==> src/rtl/sync_edge_filter.sv <==
// sync_edge_filter: per-channel multi-flop synchroniser with optional
// glitch filter and single-cycle rise/fall edge pulses.
// Optional feature macro: SYNC_GLITCH_FILTER_EN
//   defined   -> each channel needs FILT_LEN consecutive differing synchronised
//                samples before sig_filt takes the new level
//   undefined -> sig_filt is the synchronised level itself (FILT_LEN unused)
module sync_edge_filter #(
    parameter int unsigned WIDTH    = 4,
    parameter int unsigned STAGES   = 2,
    parameter int unsigned FILT_LEN = 4,
    parameter logic        RST_VAL  = 1'b0
) (
    input  logic             clk,
    input  logic             rst_n,
    input  logic [WIDTH-1:0] sig,
    output logic [WIDTH-1:0] sig_sync,
    output logic [WIDTH-1:0] sig_filt,
    output logic [WIDTH-1:0] rise,
    output logic [WIDTH-1:0] fall
);

    // Elaboration-time parameter range checks
    if (WIDTH < 1 || WIDTH > 32) begin : g_bad_width
        $error("sync_edge_filter: WIDTH must be 1..32");
    end
    if (STAGES < 2 || STAGES > 4) begin : g_bad_stages
        $error("sync_edge_filter: STAGES must be 2..4");
    end
    if (FILT_LEN < 1 || FILT_LEN > 255) begin : g_bad_filt_len
        $error("sync_edge_filter: FILT_LEN must be 1..255");
    end

    // Stage 0 is the first flop after the asynchronous input, stage STAGES-1 the last
    logic [STAGES-1:0][WIDTH-1:0] chain;
    logic [WIDTH-1:0]             filt_d;

    // Synchroniser chain: shift every channel one stage per edge
    always_ff @(posedge clk) begin
        if (!rst_n) begin
            chain <= {STAGES{{WIDTH{RST_VAL}}}};
        end else begin
            chain <= {chain[STAGES-2:0], sig};
        end
    end

    assign sig_sync = chain[STAGES-1];

`ifdef SYNC_GLITCH_FILTER_EN
    localparam int unsigned CW = $clog2(FILT_LEN + 1);

    logic [WIDTH-1:0] filt_q;

    // One independent stability counter and filtered level per channel
    for (genvar g = 0; g < WIDTH; g++) begin : g_chan
        logic [CW-1:0] cnt;

        // Accept a new level only after FILT_LEN consecutive differing samples
        always_ff @(posedge clk) begin
            if (!rst_n) begin
                cnt       <= '0;
                filt_q[g] <= RST_VAL;
            end else if (sig_sync[g] == filt_q[g]) begin
                cnt <= '0;
            end else if (cnt == CW'(FILT_LEN - 1)) begin
                filt_q[g] <= sig_sync[g];
                cnt       <= '0;
            end else begin
                cnt <= cnt + CW'(1);
            end
        end
    end

    assign sig_filt = filt_q;
`else
    // Filter compiled out: the synchronised level is the filtered level
    assign sig_filt = sig_sync;
`endif

    // Previous filtered level for edge detection
    always_ff @(posedge clk) begin
        if (!rst_n) begin
            filt_d <= {WIDTH{RST_VAL}};
        end else begin
            filt_d <= sig_filt;
        end
    end

    // Edge pulses are pure functions of two registers; mutually exclusive per bit
    assign rise = sig_filt & ~filt_d;
    assign fall = ~sig_filt & filt_d;

endmodule

==> config.mk <==
export PLATFORM = sky130hd
export DESIGN_NAME = sync_edge_filter
export DESIGN_NICKNAME = d
export VERILOG_FILES = /design/src/rtl/sync_edge_filter.sv
export SDC_FILE = /design/constraint.sdc
export NUM_CORES = 1
export LEC_CHECK = 0
export BUFFER_PORTS_ARGS = -buffer_cell sky130_fd_sc_hd__buf_2
export CAP_MARGIN = 20
export CORE_AREA = 5 5 42 44
export DETAILED_ROUTE_END_ITERATION = 10
export DIE_AREA = 0 0 47 49
export PLACE_DENSITY = 0.72
export SLEW_MARGIN = 5
export SYNTH_ARGS = -nofsm -noshare
export SYNTH_HDL_FRONTEND = slang
export SYNTH_SLANG_ARGS = --single-unit
==> constraint.sdc <==
create_clock -name clk -period 0.8 [get_ports clk]
set_input_delay 0.08 -clock clk [delete_from_list [all_inputs] [get_ports clk]]
set_output_delay 0.08 -clock clk [all_outputs]
set_load 0.01 [all_outputs]
---- Yosys cells after proc, flatten, opt, wreduce, memory -nomap -nowiden ----
Cells that the tools add are included.
W data, S select, Z words.
operators by class
  bitwise operators ....................... 4
operator list
  kind           number
  $and A4 B4 Y4  2
  $not A4 Y4     2
storage, ports and cells
  register bits ........................... 12
  input bits .............................. 6
  output and inout bits ................... 16
  word-level logic and storage cells ...... 7

---- Logic depth before layout (Yosys ltp) ----
Gate-level depths: netlist of run 1.
  depth after elaboration ................. 2
  depth in mapped cells ................... 2

---- Least setup slack after synthesis of run 1 ----
Ideal clock, no wire load.
  path kind ............................... register to output
  start ................................... register chain, in the netlist sig_filt[1]
  end ..................................... output rise[1]
  arrival time ............................ 0.568 ns
  data required time ...................... 0.720 ns
  slack ................................... 0.152 ns
  cell stages (with the launch flop) ...... 2
  buffers on the path ..................... 0
  cell sequence ........................... dfxtp_1 -> nor2b_1
between the ends
  cells in the longest elaborated chain, start to end .. 1
RTL lines
  what                      line  text
  start: declaration        34    logic [STAGES-1:0][WIDTH-1:0] chain;
  start signal: assignment  40    chain <= {STAGES{{WIDTH{RST_VAL}}}};
  start signal: assignment  42    chain <= {chain[STAGES-2:0], sig};
  $and A4 B4 Y4             89    assign rise = sig_filt & ~filt_d;
  end: declaration          18    output logic [WIDTH-1:0] rise,
Every way passes these cells.

---- Final worst setup path of run 1 ----
Ends and elaborated chain as after synthesis.

==> results of run 1 <==
registers in the layout, indices dropped and copies added, names as in the netlist:
| signal | count |
|---|---|
| sig_filt | 4 |
| filt_d | 4 |
| chain | 4 |
stage by stage:
| step | utilization [%] | hold WS (ns) | total power (uW) | instances |
|---|---|---|---|---|
| 2_1_floorplan | - | 0.222 | 717 | 41 |
| 3_3_place_gp | 35.7 | 0.301 | 732 | 69 |
| 3_5_place_dp | 35.7 | 0.302 | 735 | 69 |
| 4_1_cts | 39.0 | 0.0239 | 1100 | 73 |
| 5_1_grt | 42.1 | 0.0332 | 1150 | 75 |
| 6_report | 42.1 | 0.0375 | 1090 | 75 |
metal layers:
metal	global-route usage, %	part of all wire [%]
met1	6.47	38
met2	9.73	50
met3	6.64	12
met4	2.76	0
met5	0	0
worst max-delay path by stage:
stage / startpoint / to / cells after the start
after detailed placement: sig_filt[2]$_SDFF_PN0_ / rise[2] / 2
after CTS: sig_filt[1]$_SDFF_PN0_ / rise[1] / 2
final: sig_filt[1]$_SDFF_PN0_ / rise[1] / 2
after global placement: sig_filt[0]$_SDFF_PN0_ / rise[0] / 2
after global routing: sig_filt[2]$_SDFF_PN0_ / rise[2] / 2
after floorplan: sig_filt[1]$_SDFF_PN0_ / rise[1] / 1
power by group through the flow:
stage	combinational [uW]	sequential, uW	clock [uW]
global route	124	637	389
CTS	95.0	635	372
global placement	87.4	645	0
finish	112	635	344
floorplan	72.3	644	0
detailed placement	88.7	647	0
cell families (layout without fill, tap and decap cells):
group	after synthesis	after routing
simple gates	20	20
flops	12	12
buf+inv	9	27
what timing repair did:
item,4_1_cts,5_1_grt
gates resized for setup,9,5
buffers inserted,1,2
setup endpoints to repair,16,16
worst max-delay path: stages (launching register included):
cell     delay, ns
dfxtp_2       0.35
nor2b_1       0.12
buf_2         0.13
cell usage in the layout (no fill, tap or decap):
cell / count
and2_2: 8
buf_2: 16
dfxtp_2: 8
nor2b_1: 8
clkbuf_4: 3
dfxtp_1: 4
and2_1: 4
buf_4: 2
buf_6: 6
cell type report:
class	count	area, um2	area share (%)
repair buffers	24	163	27.5
flip-flops and latches	12	250	42.4
multi-input cells	20	135	22.9
well taps	16	20.0	3.39
clock buffers	3	22.5	3.81
==> flow_summary.toml, run 1 <==
[pwr]
netSwitchingPower_uw = 226
cell_internal_pwr_uw = 865
power_frac_comb_pct = 10.2
p_sw_share_pct = 20.7
irDropWorstVdd_mv = 0.951
power_frac_clock_pct = 31.6
p_leak_uw = 0.000308
power_frac_seq_pct = 58.2
p_per_area_nw_per_um2 = 1850

[final_layout]
syn_to_final_growth_pct = 32.2
fin_area_um2 = 591
fin_nets = 67
antennaDiodeCount = 0
fill_cells = 154
drive_gt1_share_pct = 72.9

[logic_synthesis]
synth_edf_count = 0
yosys-top-cells-count = "dfxtp_1, and2_2, buf_4, nor2b_1, and2_1"
yosysTopAreaCellShare_pct = 53.8
synth_area_per_cell_um2 = 10.9
syn_nets = 47
synth.area.top_cells = "dfxtp_1, and2_2, buf_4"
ys_seq_area_share_pct = 53.8
synth_top_family_by_area = "simple AND/OR/NAND/NOR gates"
yosys_warnings = 0
synth_fa_ha_area_share_pct = 0
synth_flop_cell = "dfxtp_1"
synth_cell_type_count = 6
synth-simple-area-share_pct = 30.3
synth_compound_area_share_pct = 0
synth-seq-cells = 12
syn_area_um2 = 447
synthXorXnorAreaFrac_pct = 0
synth-async-reset-ratio_pct = 0
yosys.area.top_type = "dfxtp_1"
yosys.cell_count.top_type = "dfxtp_1"
postSynthCellCount = 41
muxShareOfSynthArea_pct = 0

[critical_path]
r2r_cells = 2
cp_max_fo = 5
r2r_setup_slack_ns = 0.07
critPathKind = "flop to output pin"
arrival_ns = 0.86
start_kind = "flop"
cp.required_ns = 0.72
r2r-end = "filt_d[0]$_SDFF_PN0_"
worstReg2RegStart = "sig_filt[0]$_SDFF_PN0_"
end_kind = "output pin"

[detailed_routing]
wl_um = 704
drc = 0
vias = 297
first_pass_iters = 2
viasPerCell = 3.96
detail-route-antenna-nets = 0
avgRoutedWirePerCell_um = 9.39
drtIter0Drc = 4

[clock_network]
numCtsBuffers = 3
root_buffer = "clkbuf_4"
worst_skew_pair.late_latency_ns = 0.26
clk_path_buf_depth = 2
clk_pin_slew_ns = 0.07
cts_sinks = 12
h-tree-depth = 1
cts_tree = "done"
postCtsHoldBufs = 0

[global_route]
grt_start_max_net_pins = 13
overflow = 0
antenna_found_initial = 0
grt_pass1_vias = 271
grt_pass1_wl_um = 1080
grt_use_total_pct = 6.79

[floorplan]
start_util_pct = 31.9
fp.dieW_um = 47
rows = 14
dieHeight_um = 49
io_pins = 22
die-area_um2 = 2300
core_um2 = 1400

[timing]
setup_slack_ns = -0.140
tns_ns = -1.54
worst_pin_slew_ns = 0.157
rsz0062_at_grt = "true"
setup_viol = 16
maxSlewHeadroom_pct = 89.6
fmax_mhz = 1060
clock_skew_ns = 0.00666
min_period_ns = 0.940
slew_viol_final = 0
fin_crit_sh_pct = 117
hold_viol = 0

[min_path]
worstHoldPathCells = 2
hp-class = "input port to flop"
min_to = "chain[3]$_SDFF_PN0_"
hold_path_startpoint = "sig[3]"

[placement]
post-place-ws_ns = 0.0943
place_congestion = 0.572
placed_cell_area_um2 = 500
port_buffers = 21

[run]
cap_violations = 0

[status]
outcome = "complete, but fails checks"
violations = "negative setup slack"
Power figures use the tool's default switching activity.
==> run 2, diff against run 1 <==
--- a/config.mk
+++ b/config.mk
@@ -8,6 +8,7 @@
 export BUFFER_PORTS_ARGS = -buffer_cell sky130_fd_sc_hd__buf_2
 export CAP_MARGIN = 20
 export CORE_AREA = 5 5 42 44
+export CTS_BUF_LIST = sky130_fd_sc_hd__clkbuf_8
 export DETAILED_ROUTE_END_ITERATION = 10
 export DIE_AREA = 0 0 47 49
 export PLACE_DENSITY = 0.72
==> flow_summary.toml, run 2 (synthesis results as in run 1) <==
[status]
outcome = "complete, but fails checks"
violations = "negative setup slack"

[final_layout]
antennaDiodeCount = 0
final_common_cell = "buf_2"
drive_gt1_share_pct = 72.4
syn_to_final_growth_pct = 34.7
layout_common_cells = "buf_2, nor2b_1, and2_2, dfxtp_2, buf_6"
fin_util_pct = 42.9
fin_nets = 66

[detailed_routing]
vias = 295
viasPerCell = 3.99
first_pass_iters = 2
avgRoutedWirePerCell_um = 9.81
drc = 0
detail-route-antenna-nets = 0
drtIter0Drc = 3
wl_um = 726

[timing]
fin_crit_sh_pct = 116
setup_viol = 13
clock_skew_ns = 0.00631
worst_pin_slew_ns = 0.166
slew_viol_final = 0
rsz0062_at_grt = "true"
min_period_ns = 0.925
setup_slack_ns = -0.125
hold_viol = 0
maxSlewHeadroom_pct = 89.0
hold_ws_ns = 0.0687
fmax_mhz = 1080

[global_route]
grt_start_max_net_pins = 13
overflow = 0
grt_pass1_wl_um = 1040
grt_pass1_vias = 255
grt_use_total_pct = 6.44
antenna_found_initial = 0

[critical_path]
arrival_ns = 0.84
end_kind = "output pin"
cp.required_ns = 0.72
worstReg2RegStart = "sig_filt[0]$_SDFF_PN0_"
r2r_cells = 2
r2r_setup_slack_ns = 0.07
start_kind = "flop"
critPathKind = "flop to output pin"
r2r-end = "filt_d[0]$_SDFF_PN0_"
cp_max_fo = 5

[clock_network]
cts_tree = "done"
worst_skew_pair.late_latency_ns = 0.23
clk_pin_slew_ns = 0.05
cts_sinks = 12
h-tree-depth = 1
numCtsBuffers = 3
clk_path_buf_depth = 2
root_buffer = "clkbuf_8"

[placement]
port_buffers = 21
place_congestion = 0.572
post-place-ws_ns = 0.0943

[floorplan]
rows = 14
io_pins = 22
start_util_pct = 31.9
fp.dieW_um = 47
dieHeight_um = 49
core_um2 = 1400
die-area_um2 = 2300

[min_path]
min_to = "chain[3]$_SDFF_PN0_"
hp-class = "input port to flop"
hold_path_startpoint = "sig[3]"
worstHoldPathCells = 2

[run]
cap_violations = 0

[pwr]
p_per_area_nw_per_um2 = 2100
p_leak_uw = 0.000311
irDropWorstVdd_mv = 1.31
==> run 2: cell types whose count changed in the layout (fill, tap and decap cells not counted), sizes merged <==
cell and change:
buf -1
==> run 2: how the worst max path moves through the flow <==
stage / startpoint / endpoint / slack, ns
after floorplan: sig_filt[1]$_SDFF_PN0_ / rise[1] / 0.15
after global placement: sig_filt[0]$_SDFF_PN0_ / rise[0] / 0.12
after detailed placement: sig_filt[2]$_SDFF_PN0_ / rise[2] / 0.09
after CTS: sig_filt[2]$_SDFF_PN0_ / rise[2] / -0.12
after global routing: sig_filt[1]$_SDFF_PN0_ / rise[1] / -0.16
final: sig_filt[1]$_SDFF_PN0_ / rise[1] / -0.12
==> run 2: through the flow <==
| stage | std cells | area (um2) | TNS [ns] | total power (uW) |
|---|---|---|---|---|
| final | 74 | 602 | -1.02 | 1260 |
| after global routing | 74 | 602 | -1.58 | 1330 |
| after CTS | 72 | 552 | -0.794 | 1270 |
| after detailed placement | 69 | 500 | 0 | 735 |
| after global placement | 69 | 500 | 0 | 732 |
| after floorplan | 41 | 447 | 0 | 717 |
==> run 2: area by class of cell <==
class / instances / area (um2)
fillers: 152 / 800
clock buffers: 3 / 41.3
well taps: 16 / 20.0
flip-flops and latches: 12 / 250
multi-input cells: 20 / 135
repair buffers: 23 / 155
==> run 2: power by group <==
group,total (uW),switching [uW],internal [uW]
sequential,638,11.4,627
combinational,109,44.0,64.8
clock,515,186,329
==> run 2: layer usage <==
layer / part of all wire [%] / wire [um] / global-route usage, % / vias to the layer above
met5: 0 / 0 / 0 / -
met3: 14 / 99 / 5.54 / 0
li1: - / - / - / 148
met2: 51 / 373 / 9.50 / 15
met4: 0 / 0 / 2.76 / 0
met1: 35 / 253 / 6.25 / 132
==> run 2: critical path, stage by stage (launching register included) <==
cell     delay, ns
dfxtp_2       0.35
nor2b_1       0.12
buf_2         0.13
==> run 2: what timing repair did <==
action,4_1_cts,5_1_grt
buffers inserted,0,2
hold buffers,0,0
gates resized for setup,8,6
setup endpoints to repair,16,16
==> run 3, diff against run 2 <==
==> constraint.sdc (replaced) <==
create_clock -name clk -period 0.8 [get_ports clk]
set_input_delay 0.04 -clock clk [delete_from_list [all_inputs] [get_ports clk]]
set_output_delay 0.04 -clock clk [all_outputs]
set_load 0.01 [all_outputs]
==> flow_summary.toml, run 3 (synthesis results as in run 1) <==
[final_layout]
seq_area_um2 = 250
antennaDiodeCount = 0
final_common_cell = "buf_2"
drive_gt1_share_pct = 72.4
multiInputGateArea_um2 = 135
syn_to_final_growth_pct = 33.3
fin_nets = 66
layout_common_cells = "buf_2, nor2b_1, and2_2, dfxtp_2, buf_6"
fill_cells = 153

[global_route]
grt_use_total_pct = 6.44
grt_start_max_net_pins = 13
overflow = 0
grt_pass1_vias = 255
grt_pass1_wl_um = 1040
antenna_found_initial = 0

[critical_path]
arrival_ns = 0.83
cp.required_ns = 0.76
cp_max_fo = 5
critPathKind = "flop to output pin"
crit_buf_inv = 1
crit_family = "flip-flops"
slowest_delay_ns = 0.34
path_cells = "nor2b_1, buf_2"
slowest_stage = "dfxtp_2"
start_kind = "flop"
end_kind = "output pin"

[timing]
fmax_mhz = 1160
rsz0062_at_grt = "true"
maxSlewHeadroom_pct = 89.0
min_period_ns = 0.865
setup_viol = 12
clock_skew_ns = 0.00608
worst_pin_slew_ns = 0.166
setup_slack_ns = -0.0651
tns_ns = -0.482
fin_crit_sh_pct = 108
hold_ws_ns = 0.0288
slew_viol_final = 0
hold_viol = 0

[floorplan]
rows = 14
core_um2 = 1400
io_pins = 22
die-area_um2 = 2300
start_util_pct = 31.9
dieHeight_um = 49
fp.dieW_um = 47

[detailed_routing]
vias = 293
first_pass_iters = 2
detail-route-antenna-nets = 0
avgRoutedWirePerCell_um = 9.51
viasPerCell = 3.96
wl_um = 704
drc = 0
drtIter0Drc = 3

[status]
outcome = "complete, but fails checks"
violations = "negative setup slack"

[pwr]
p_per_area_nw_per_um2 = 2110
p_leak_uw = 0.000310
total_power_uw = 1260
irDropWorstVdd_mv = 1.31

[clock_network]
h-tree-depth = 1
postCtsHoldBufs = 0
worst_skew_pair.late_latency_ns = 0.23
cts_tree = "done"
cts_sinks = 12
root_buffer = "clkbuf_8"
numCtsBuffers = 3
clk_pin_slew_ns = 0.04
clk_path_buf_depth = 2

[run]
cap_violations = 0

[min_path]
hp-class = "input port to flop"

[placement]
place_congestion = 0.572
port_buffers = 21
run 3: cell count changes in the layout (fill, tap and decap cells not counted):
cell | previous run | this run
buf_6 | 6 | 5
buf_2 | 16 | 17
run 3: metal layers:
metal	GRT usage, %	share of wire (%)	up-vias
met2	9.50	50	15
met5	0	0	-
met1	6.25	36	130
li1	-	-	148
met4	2.76	0	0
met3	5.54	14	0
run 3: stage by stage:
stage                     setup slack [ns]  area (um2)  util [%]  std cells
after floorplan                      0.192         447         -         41
after global placement               0.165         500      35.7         69
after detailed placement             0.134         500      35.7         69
after CTS                          -0.0829         552      39.4         72
after global routing                -0.119         596      42.5         74
final                              -0.0651         596      42.5         74
run 3: what timing repair did:
action,CTS,global route
resized for setup,8,5
buffers inserted,0,2
endpoints found under the setup margin,8,8
gates cloned,0,0
pin swaps,0,0
run 3: layout make-up:
class	instances	share of cell area [%]
clock buffer	3	6.93
multi-input combinational	20	22.7
tap	16	3.36
sequential	12	42.0
timing repair buffer	23	25.0
run 3: final timing paths:
path                             to              startpoint  cells after the start  slack [ns]
max                         rise[2]  sig_filt[2]$_SDFF_PN0_                      2       -0.07
min             chain[3]$_SDFF_PN0_                  sig[3]                      2        0.03
max reg2reg    filt_d[0]$_SDFF_PN0_  sig_filt[0]$_SDFF_PN0_                      2        0.07
min reg2reg  sig_filt[0]$_SDFF_PN0_     chain[0]$_SDFF_PN0_                      1        0.42
run 3: worst register-to-register path, cell delays in order (launching register included):
cell     delay [ns]
dfxtp_2        0.32
buf_4          0.14
and2_2         0.16
run 3: report_power, final:
part | total, uW | internal [uW] | switching (uW)
Sequential | 637 | 626 | 10.8
Combinational | 106 | 62.6 | 43.8
Clock | 514 | 329 | 186
Total | 1260 | 1020 | 240
